**src/rtl/instr_fetch_unit_pkg.sv**
```systemverilog
// ============================================================================
// Module   : instr_fetch_unit_pkg
// Brief    : Shared constants for the fetch unit: opcode, field map, FSM codes.
// Revision : 1.0 - initial release
// ============================================================================
`default_nettype none

package instr_fetch_unit_pkg;

    localparam int c_instr_w = 16;

    // Instruction field bit positions
    localparam int c_opc_msb  = 15;
    localparam int c_opc_lsb  = 13;
    localparam int c_srca_msb = 12;
    localparam int c_srca_lsb = 10;
    localparam int c_srcb_msb = 9;
    localparam int c_srcb_lsb = 7;
    localparam int c_dest_msb = 6;
    localparam int c_dest_lsb = 4;

    localparam logic [2:0] c_op_halt = 3'b111;

    localparam int         c_st_w      = 2;
    localparam logic [1:0] c_st_idle   = 2'd0;
    localparam logic [1:0] c_st_fetch  = 2'd1;
    localparam logic [1:0] c_st_halted = 2'd2;

    function automatic logic [2:0] get_opcode(input logic [c_instr_w-1:0] ins);
        return ins[c_opc_msb:c_opc_lsb];
    endfunction

endpackage

`default_nettype wire

```
**src/rtl/instr_fetch_unit_if.sv**
```systemverilog
// ============================================================================
// Module   : instr_fetch_unit_if
// Brief    : Instruction stream handshake from the fetch unit to its consumer.
// Revision : 1.0 - initial release
// ============================================================================
`default_nettype none

interface instr_fetch_unit_if
    import instr_fetch_unit_pkg::*;
#(
    parameter int ADDR_W = 8
);
    logic [c_instr_w-1:0] instruction;
    logic                 instr_valid;
    logic [ADDR_W-1:0]    instr_pc;
    logic                 instr_ready;

    modport master (
        output instruction,
        output instr_valid,
        output instr_pc,
        input  instr_ready
    );

    modport slave (
        input  instruction,
        input  instr_valid,
        input  instr_pc,
        output instr_ready
    );
endinterface

`default_nettype wire

```
**src/rtl/instr_fetch_unit_sync_fifo.sv**
```systemverilog
// ============================================================================
// Module   : sync_fifo
// Brief    : First-word-fall-through FIFO with flush; empty head reads as zero.
// Revision : 1.0 - initial release
// ============================================================================
`default_nettype none

module sync_fifo #(
    parameter int WIDTH = 24,
    parameter int DEPTH = 4
) (
    input  wire logic                     clk,
    input  wire logic                     reset,
    input  wire logic                     flush,
    input  wire logic                     push,
    input  wire logic                     pop,
    input  wire logic [WIDTH-1:0]         din,
    output logic      [WIDTH-1:0]         dout,
    output logic                          valid,
    output logic      [$clog2(DEPTH):0]   count
);
    localparam int           c_aw   = $clog2(DEPTH);
    localparam logic [c_aw:0] c_full = (c_aw+1)'(DEPTH);

    logic [WIDTH-1:0] r_mem [DEPTH];
    logic [c_aw-1:0]  r_wr;
    logic [c_aw-1:0]  r_rd;
    logic [c_aw:0]    r_count;
    logic             w_pop_ok;
    logic             w_push_ok;

    // A pop frees the slot in the same cycle, so a full FIFO still accepts a push
    assign w_pop_ok  = pop && (r_count != '0);
    assign w_push_ok = push && ((r_count != c_full) || w_pop_ok);

    always_ff @(posedge clk) begin
        if (!reset || flush) begin
            r_wr    <= '0;
            r_rd    <= '0;
            r_count <= '0;
        end else begin
            if (w_push_ok) begin
                r_mem[r_wr] <= din;
                r_wr        <= r_wr + 1'b1;
            end
            if (w_pop_ok) begin
                r_rd <= r_rd + 1'b1;
            end
            case ({w_push_ok, w_pop_ok})
                2'b10:   r_count <= r_count + 1'b1;
                2'b01:   r_count <= r_count - 1'b1;
                default: r_count <= r_count;
            endcase
        end
    end

    assign valid = (r_count != '0);
    assign dout  = valid ? r_mem[r_rd] : '0;
    assign count = r_count;

endmodule

`default_nettype wire

```
**src/rtl/instr_fetch_unit.sv**
```systemverilog
// ============================================================================
// Module   : instr_fetch_unit
// Brief    : Loadable instruction memory, PC and prefetch FIFO with redirect/HALT.
// Revision : 1.0 - initial release
// ============================================================================
`default_nettype none

module instr_fetch_unit
    import instr_fetch_unit_pkg::*;
#(
    parameter int ADDR_W     = 8,
    parameter int FIFO_DEPTH = 4
) (
    input  wire logic                          clk,
    input  wire logic                          reset,
    input  wire logic                          load_en,
    input  wire logic [ADDR_W-1:0]             load_addr,
    input  wire logic [c_instr_w-1:0]          load_data,
    input  wire logic                          fetch_en,
    input  wire logic                          redirect_valid,
    input  wire logic [ADDR_W-1:0]             redirect_pc,
    output logic                               halted,
    output logic [$clog2(FIFO_DEPTH):0]        fifo_count,
    instr_fetch_unit_if.master                 fetch_if
);
    localparam int c_cnt_w   = $clog2(FIFO_DEPTH) + 1;
    localparam int c_entry_w = ADDR_W + c_instr_w;
    localparam int c_mem_d   = 1 << ADDR_W;

    logic [c_instr_w-1:0] r_mem [c_mem_d];
    logic [c_st_w-1:0]    r_state;
    logic [c_st_w-1:0]    w_state_next;
    logic [ADDR_W-1:0]    r_pc;
    logic [ADDR_W-1:0]    r_rpc;
    logic [c_instr_w-1:0] r_rdata;
    logic                 r_inflight;

    logic                 w_halted;
    logic                 w_fetch_ok;
    logic                 w_load_ok;
    logic                 w_halt_ret;
    logic                 w_push;
    logic                 w_pop;
    logic                 w_issue;
    logic                 w_room;
    logic [c_cnt_w:0]     w_occupancy;
    logic [c_cnt_w-1:0]   w_count;
    logic                 w_valid;
    logic [c_entry_w-1:0] w_head;

    // Redirect cancels the returning word, so it can neither be pushed nor halt
    assign w_halt_ret  = r_inflight && !redirect_valid && (get_opcode(r_rdata) == c_op_halt);
    assign w_push      = r_inflight && !redirect_valid;
    assign w_pop       = w_valid && fetch_if.instr_ready && !redirect_valid;
    assign w_occupancy = {1'b0, w_count} + {{c_cnt_w{1'b0}}, r_inflight};
    assign w_room      = w_occupancy < (c_cnt_w+1)'(FIFO_DEPTH);
    assign w_issue     = w_fetch_ok && fetch_en && !redirect_valid && !w_halt_ret && w_room;

    always_ff @(posedge clk) begin
        if (!reset) begin
            r_state <= c_st_idle;
        end else begin
            r_state <= w_state_next;
        end
    end

    always_comb begin
        w_state_next = r_state;
        case (r_state)
            c_st_idle: begin
                if (w_halt_ret)    w_state_next = c_st_halted;
                else if (fetch_en) w_state_next = c_st_fetch;
            end
            c_st_fetch: begin
                if (w_halt_ret)     w_state_next = c_st_halted;
                else if (!fetch_en) w_state_next = c_st_idle;
            end
            c_st_halted: begin
                if (redirect_valid) w_state_next = fetch_en ? c_st_fetch : c_st_idle;
            end
            default: w_state_next = c_st_idle;
        endcase
    end

    always_comb begin
        w_halted   = 1'b0;
        w_fetch_ok = 1'b0;
        w_load_ok  = 1'b0;
        case (r_state)
            c_st_idle:   begin w_fetch_ok = 1'b1; w_load_ok = load_en; end
            c_st_fetch:  begin w_fetch_ok = 1'b1; end
            c_st_halted: begin w_halted   = 1'b1; w_load_ok = load_en; end
            default:     begin w_fetch_ok = 1'b0; end
        endcase
    end

    // Memory is deliberately outside reset so loaded programs survive it
    always_ff @(posedge clk) begin
        if (w_load_ok) begin
            r_mem[load_addr] <= load_data;
        end
        if (w_issue) begin
            r_rdata <= r_mem[r_pc];
        end
    end

    always_ff @(posedge clk) begin
        if (!reset) begin
            r_pc       <= '0;
            r_rpc      <= '0;
            r_inflight <= 1'b0;
        end else begin
            r_inflight <= w_issue;
            if (w_issue) begin
                r_rpc <= r_pc;
            end
            if (redirect_valid) begin
                r_pc <= redirect_pc;
            end else if (w_issue) begin
                r_pc <= r_pc + 1'b1;
            end
        end
    end

    sync_fifo #(
        .WIDTH (c_entry_w),
        .DEPTH (FIFO_DEPTH)
    ) u_fifo (
        .clk   (clk),
        .reset (reset),
        .flush (redirect_valid),
        .push  (w_push),
        .pop   (w_pop),
        .din   ({r_rpc, r_rdata}),
        .dout  (w_head),
        .valid (w_valid),
        .count (w_count)
    );

    assign fetch_if.instruction = w_head[c_instr_w-1:0];
    assign fetch_if.instr_pc    = w_head[c_entry_w-1:c_instr_w];
    assign fetch_if.instr_valid = w_valid;
    assign halted               = w_halted;
    assign fifo_count           = w_count;

endmodule

`default_nettype wire

```
**src/flat_wrapper.sv**
```systemverilog
// flat-port wrapper written by rule: the top's interface ports become plain ports
module instr_fetch_unit_flat import instr_fetch_unit_pkg::*;
#(
    parameter int ADDR_W     = 8,
    parameter int FIFO_DEPTH = 4
)
  (clk, reset, load_en, load_addr, load_data, fetch_en, redirect_valid, redirect_pc, halted, fifo_count, fetch_if_instruction, fetch_if_instr_valid, fetch_if_instr_pc, fetch_if_instr_ready);
  instr_fetch_unit_if #(.ADDR_W(ADDR_W)) fetch_if_i ();
  input  wire logic clk;
  input  wire logic reset;
  input  wire logic load_en;
  input  wire logic [ADDR_W-1:0] load_addr;
  input  wire logic [c_instr_w-1:0] load_data;
  input  wire logic fetch_en;
  input  wire logic redirect_valid;
  input  wire logic [ADDR_W-1:0] redirect_pc;
  output logic halted;
  output logic [$clog2(FIFO_DEPTH):0] fifo_count;
  output wire logic [$bits(fetch_if_i.instruction)-1:0] fetch_if_instruction;
  output wire logic [$bits(fetch_if_i.instr_valid)-1:0] fetch_if_instr_valid;
  output wire logic [$bits(fetch_if_i.instr_pc)-1:0] fetch_if_instr_pc;
  input wire logic [$bits(fetch_if_i.instr_ready)-1:0] fetch_if_instr_ready;
  assign fetch_if_instruction = fetch_if_i.instruction;
  assign fetch_if_instr_valid = fetch_if_i.instr_valid;
  assign fetch_if_instr_pc = fetch_if_i.instr_pc;
  assign fetch_if_i.instr_ready = fetch_if_instr_ready;
  instr_fetch_unit #(.ADDR_W(ADDR_W), .FIFO_DEPTH(FIFO_DEPTH)) u_core (.clk(clk), .reset(reset), .load_en(load_en), .load_addr(load_addr), .load_data(load_data), .fetch_en(fetch_en), .redirect_valid(redirect_valid), .redirect_pc(redirect_pc), .halted(halted), .fifo_count(fifo_count), .fetch_if(fetch_if_i));
endmodule
```
**config.mk**
```make
export PLATFORM = sky130hd
export DESIGN_NAME = instr_fetch_unit_flat
export DESIGN_NICKNAME = d
export VERILOG_FILES = /design/src/rtl/instr_fetch_unit_pkg.sv /design/src/rtl/instr_fetch_unit_if.sv /design/src/rtl/instr_fetch_unit_sync_fifo.sv /design/src/rtl/instr_fetch_unit.sv /design/src/flat_wrapper.sv
export SDC_FILE = /design/constraint.sdc
export NUM_CORES = 2
export LEC_CHECK = 0
export CAP_MARGIN = 20
export CELL_PAD_IN_SITES_DETAIL_PLACEMENT = 0
export CELL_PAD_IN_SITES_GLOBAL_PLACEMENT = 2
export CORE_ASPECT_RATIO = 2
export CORE_MARGIN = 5
export CORE_UTILIZATION = 40
export DETAILED_ROUTE_END_ITERATION = 10
export PLACE_DENSITY = 0.71
export SYNTH_ARGS = -nofsm -noshare
export SYNTH_HDL_FRONTEND = slang
export SYNTH_MEMORY_MAX_BITS = 65536
export SYNTH_SLANG_ARGS = --single-unit
export TNS_END_PERCENT = 5
```
**constraint.sdc**
```tcl
create_clock -name clk -period 6.39 [get_ports clk]
set_clock_uncertainty 0.2 [all_clocks]
set_input_delay 1.917 -clock clk [delete_from_list [all_inputs] [get_ports clk]]
set_output_delay 1.917 -clock clk [all_outputs]
set_load 0.01 [all_outputs]
```
# ---- After elaboration in Yosys (flattened, before gate mapping)
# Memories as Yosys holds them, arrays and structs flattened. A register that Yosys moved wholly into a read port is not among the register bits.
# Cells that the tools add are included.
dict set report word_totals {
  input_bits 38
  memories 2
  mem_bits_rw 4192
  register_bits 26
  output_inout_bits 29
  wordCells 68
}
# name words width rd rd_ports_with_merged_regs wr line_no
set memory_table {}
lappend memory_table {u_core.r_mem 256 16 1 1 1 instr_fetch_unit.sv:30} ;# logic [c_instr_w-1:0] r_mem [c_mem_d];
lappend memory_table {u_core.u_fifo.r_mem 4 24 1 1 1 instr_fetch_unit_sync_fifo.sv:25} ;# logic [WIDTH-1:0] r_mem [DEPTH];
dict set report op_classes {
  n_eq_ne 9
  n_reduce_logical 22
  n_addsub 6
  n_mux 21
  magnitude_cmp 1
}
# op n
set op_table {}
lappend op_table {{24-bit two-way mux} 1}
lappend op_table {{8-bit two-way mux} 2}
lappend op_table {{2-bit two-way mux} 7}
lappend op_table {{1-bit logical AND} 10}
lappend op_table {{1-bit two-way mux} 9}
lappend op_table {{8-bit by 1-bit adder with 8-bit output (second input constant)} 1}
lappend op_table {{3-bit by 2-bit != test with 1-bit output (second input constant)} 2}
lappend op_table {{2-bit case mux with 3 select lines} 1}
lappend op_table {{3-bit case mux with 2 select lines} 1}
lappend op_table {{2-bit by 1-bit adder with 2-bit output (second input constant)} 2}
lappend op_table {{3-bit by 1-bit adder with 4-bit output} 1}
lappend op_table {{2-bit by 1-bit == test with 1-bit output (second input constant)} 2}
lappend op_table {{2-bit == test (second input constant)} 2}
lappend op_table {{4-bit by 3-bit < comparator with 1-bit output (second input constant)} 1}
lappend op_table {{2-bit nonzero test} 2}
lappend op_table {{2-bit OR reduction} 2}
lappend op_table {{3-bit by 1-bit adder with 3-bit output (second input constant)} 1}
lappend op_table {{3-bit == test (second input constant)} 1}
lappend op_table {{1-bit logical NOT} 3}
lappend op_table {{3-bit != test (second input constant)} 1}
lappend op_table {{3-bit AND reduction} 1}
lappend op_table {{3-bit nonzero test} 1}
lappend op_table {{3-bit by 1-bit subtractor with 3-bit output (second input constant)} 1}
lappend op_table {{2-bit logical NOT} 1}
lappend op_table {{2 further kinds} 3}

# ---- Longest topological paths before layout
dict set report logic_depth {
  word_depth 9
  depth_mapped 12
  depth_no_buf 7
}

# ---- Hierarchy
# Synthesis repeated with hierarchy kept, for this count alone.
dict set report unflattened {
  cells_unflattened 7493
  hier_area_um2 163588.1
}
# mod cells_each area_each_um2 seq_area_each_um2 n_inst
set modules_own_cells {}
lappend modules_own_cells {instr_fetch_unit 7275 159336.6 123858.8 1}
lappend modules_own_cells {sync_fifo 218 4251.6 3062.9 1}

# ---- Worst setup path before layout
# Ideal clock, no wire load.
dict set report synth_path {
  path_type {input to register}
  startpoint {input load_en}
  endpoint {memory u_core.r_mem[230][0], in the netlist u_core.r_mem[115][0] (enable)}
  path_stages 5
  t_required_ns 5.802
  t_arrival_ns 3.660
  path_buffers 1
  slack_ns 2.141
  setup_time_ns 0.388
  cell_sequence {nor2b_1 nor3b_1 nand3_1 clkbuf_1 nor2_1}
}
dict set report synth_via {
  elab_chain_len 3
}
# element line_no
set synth_lines {}
lappend synth_lines {{start: declaration} flat_wrapper.sv:11} ;# input wire logic load_en;
lappend synth_lines {{1-bit two-way mux} instr_fetch_unit.sv:89} ;# case (r_state)
lappend synth_lines {{1-bit two-way mux} instr_fetch_unit.sv:99} ;# if (w_load_ok) begin
lappend synth_lines {{1-bit two-way mux (not written as such)} instr_fetch_unit.sv:100} ;# r_mem[load_addr] <= load_data;
lappend synth_lines {{end: declaration} instr_fetch_unit.sv:30}
# No other way between the ends.

==> metrics.txt <==
result of the run completed; power density over cell area approximately 300 mW/mm²; count of flip-flops with a built-in enable after synthesis 4208; ys async rst share 0%; number of buffer and inverter stages on the critical path 2; first drt pass iteration count 6; Critical Path, Cell by Cell buf_4 -> mux4_2 -> and2_1 -> clkdlybuf4s50_1; FILL cells 33500; CORE AREA slightly above 0.4 mm²; number of instances in the synthesized netlist 7519; number of clock sinks 4236; final std cell area, no fill 0.186 mm²; GR Layer Usage met3 3.77%; post-route setup TNS 0 ns; number of synthesized register bits 4236; last weighted congestion value of the routability-driven placer 0.908; antenna violations before repair 37; netlist area before placement 0.163 mm²; minimum clock period 5.32 ns; required time reported for the critical path endpoint 4.27 ns; clk buf depth 4; Max Freq between 150 and 200 MHz; via count of the first global-routing pass 84600; multiplexer area fraction after synthesis about 15%; busiest layer in global routing met2; M1 GR Usage 28.0%; CTS tree built; area leader, netlist edfxtp_1; met2 GRT Util 42.9%; startpoint-to-endpoint class of the critical path reg2out; fraction of the core area covered by cells at the end of the flow between 40% and 50%; setup repair after global routing missed its margin false; Synth-to-Final Area Change 13.7%; H-tree Lvls 5; Storage cell area between 0.1 and 0.15 mm²; postcts setup bufs 0; overall track demand over capacity in global routing 25.2%; worst-margin pin slew 1.37 ns; final worst slack 1.07 ns; Crit path max-delay family buffers and inverters; post-placement setup slack 1.26 ns; Crit. End Element output pin; setup violators final 0; worst slew margin relative to its limit 8.99%; proportion of synthesized chip area in sequential cells a little under 80%; area share of and/or/nand/nor cells after synthesis 1.71%; hold violation total from the final report 0; via density per instance 6.09; total wirelength of the detailed-routed design 538 mm; die footprint 0.422 mm²; area post-placement 0.174 mm²; number of DRC violations after detailed-routing iteration 0 10400; static leakage approximately 57 nW; distinct cell type count of the synthesized netlist 79; final critical-path share of the clock period 83.3%; Chip Width 462 µm; commonest cells in the netlist edfxtp_1, mux4_2, mux2i_1; flip-flop cell with the highest count after synthesis edfxtp_1; kind of path behind the tightest hold check reg2reg; highest cell delay on the worst timing path 0.75 ns; Hold Worst Slack roughly 0.32 ns; most used standard cell by instance count after synthesis edfxtp_1; port buffer count 66; CTS hold repair buffers 0; Data arrival, critical path between 3 and 4 ns; mean instance size in the synthesized netlist 21.7 µm²; clock slew at reported path FFs 0.07 ns; adder-cell share of the synthesized area less than 1%; Compound-Gate Fraction of Synth Area 3.68%; peak ir drop on the vdd network slightly above 0.2 mV; area taken by multi-input logic gates 0.0339 mm²; initial cell density of the core about two fifths; post-cts repair resize count 0; total of warnings raised by yosys 0; fraction of synthesized cell area in xor and xnor cells less than 1%; Worst Path Max Fanout 17; total via count after detailed routing 83600; cell at the root of the clock tree clkbuf_16; wire length of the first global-routing pass 727 mm; post-detail-place hpwl approximately 350 mm; Synth Net Count 7563; total number of nets in the final design 8155; number of buffers created by CTS approximately 350; most area-consuming cells after synthesis edfxtp_1, mux4_2, mux2i_1; Clk Latency, worst-skew pair 0.94 ns; critical path startpoint category flop; largest net degree at the start of global routing approximately 130; die boundary height 913 µm; dominant combinational cell family by area after synthesis multiplexers; average wire per standard cell ~39 µm; floorplan row count 331; grt ovf 0; share of the synthesized area in the top cell type around 77%; max_cap viols 0; fraction of layout instances using a drive strength above 1 26.3%; number of antenna-violating nets in the routed design 0; CP max stage cell dfxtp_2; DRC violation count after routing 0; I/O pin cnt 67; count of final max-slew check failures 0
cells in the final DEF (no fill, tap or decap), types with 68 or more instances in the layout:
cell and instances:
buf_12 87, clkinv_2 70, clkbuf_16 357, edfxtp_1 4208, nor2_1 215, nor2_2 101
o21ai_0 68, buf_4 537, a221oi_1 91, a22oi_1 148, a21oi_1 179, mux2i_1 452
nand2_1 119, o221ai_1 83, mux4_2 862
power by group:
part / leakage [nW] / switching [mW] / internal (mW) / total, mW
sequential: 38.1 / 0.0967 / 30.6 / 30.7
combinational: 13.2 / 2.94 / 1.32 / 4.26
clock: 5.55 / 9.97 / 12.0 / 22.0
total: 56.8 / 13.0 / 43.9 / 56.9
layer usage:
| layer | part of all wire, % | vias to the layer above |
|---|---|---|
| met3 | 7.0 | 1230 |
| li1 | - | 32900 |
| met5 | 0.038 | - |
| met4 | 10 | 30 |
| met2 | 50 | 4449 |
| met1 | 32 | 45000 |
worst register-to-register path, cell delays in order (launching register included):
cell and delay (ns):
dfxtp_4 0.89, buf_4 0.61, buf_4 0.60, mux4_2 0.64, a22oi_1 0.19, o2111ai_1 0.26
o21ai_1 1.05, o32ai_1 0.25
metrics by stage:
| step | cells | total power, mW |
|---|---|---|
| after floorplan | 7519 | 33.2 |
| after global placement | 13100 | 35.5 |
| after detailed placement | 13100 | 35.5 |
| after CTS | 13700 | 57.2 |
| after global routing | 13700 | 58.3 |
| final | 13700 | 56.9 |
logic make-up after synthesis:
family	after synthesis
flip-flops	4236
buffers and inverters	464
multiplexers	1340
adder cells (fa/ha/maj)	6
AND/OR/NAND/NOR	633
XOR/XNOR	7
AO/OA/AOI/OAI	833
layout make-up:
class / instances / share of cell area [%]
clock buffers: 400 / 4.90
multi-input cells: 2819 / 18.3
flip-flops and latches: 4236 / 68.4
diodes: 23 / 0.0310
inverters: 14 / 0.0330
repair buffers: 693 / 3.53
clock inverters: 218 / 1.23
well taps: 5328 / 3.59
worst paths after layout:
kind | startpoint | end | slack [ns] | cells past startpoint
min | u_core.r_rpc[7] | u_core.u_fifo.r_mem[0][23] | 0.32 | 0
min reg2reg | u_core.r_rpc[7] | u_core.u_fifo.r_mem[0][23] | 0.32 | 0
max | flop | fetch_if_instruction[8] | 1.07 | 4
max reg2reg | u_core.r_pc[0] | u_core.r_rdata[1] | 1.40 | 7
sequential cells by signal, indices dropped and copies added (netlist names), named ones only:
register             cells
u_core.r_rpc             8
u_core.r_pc              8
u_core.u_fifo.r_wr       2
u_core.r_inflight        1
u_core.r_state           2
u_core.u_fifo.r_rd       2
u_core.r_mem          4096
u_core.u_fifo.r_mem     96
u_core.r_rdata          16
u_core.u_fifo.count      3
Power figures use the tool's default switching activity.
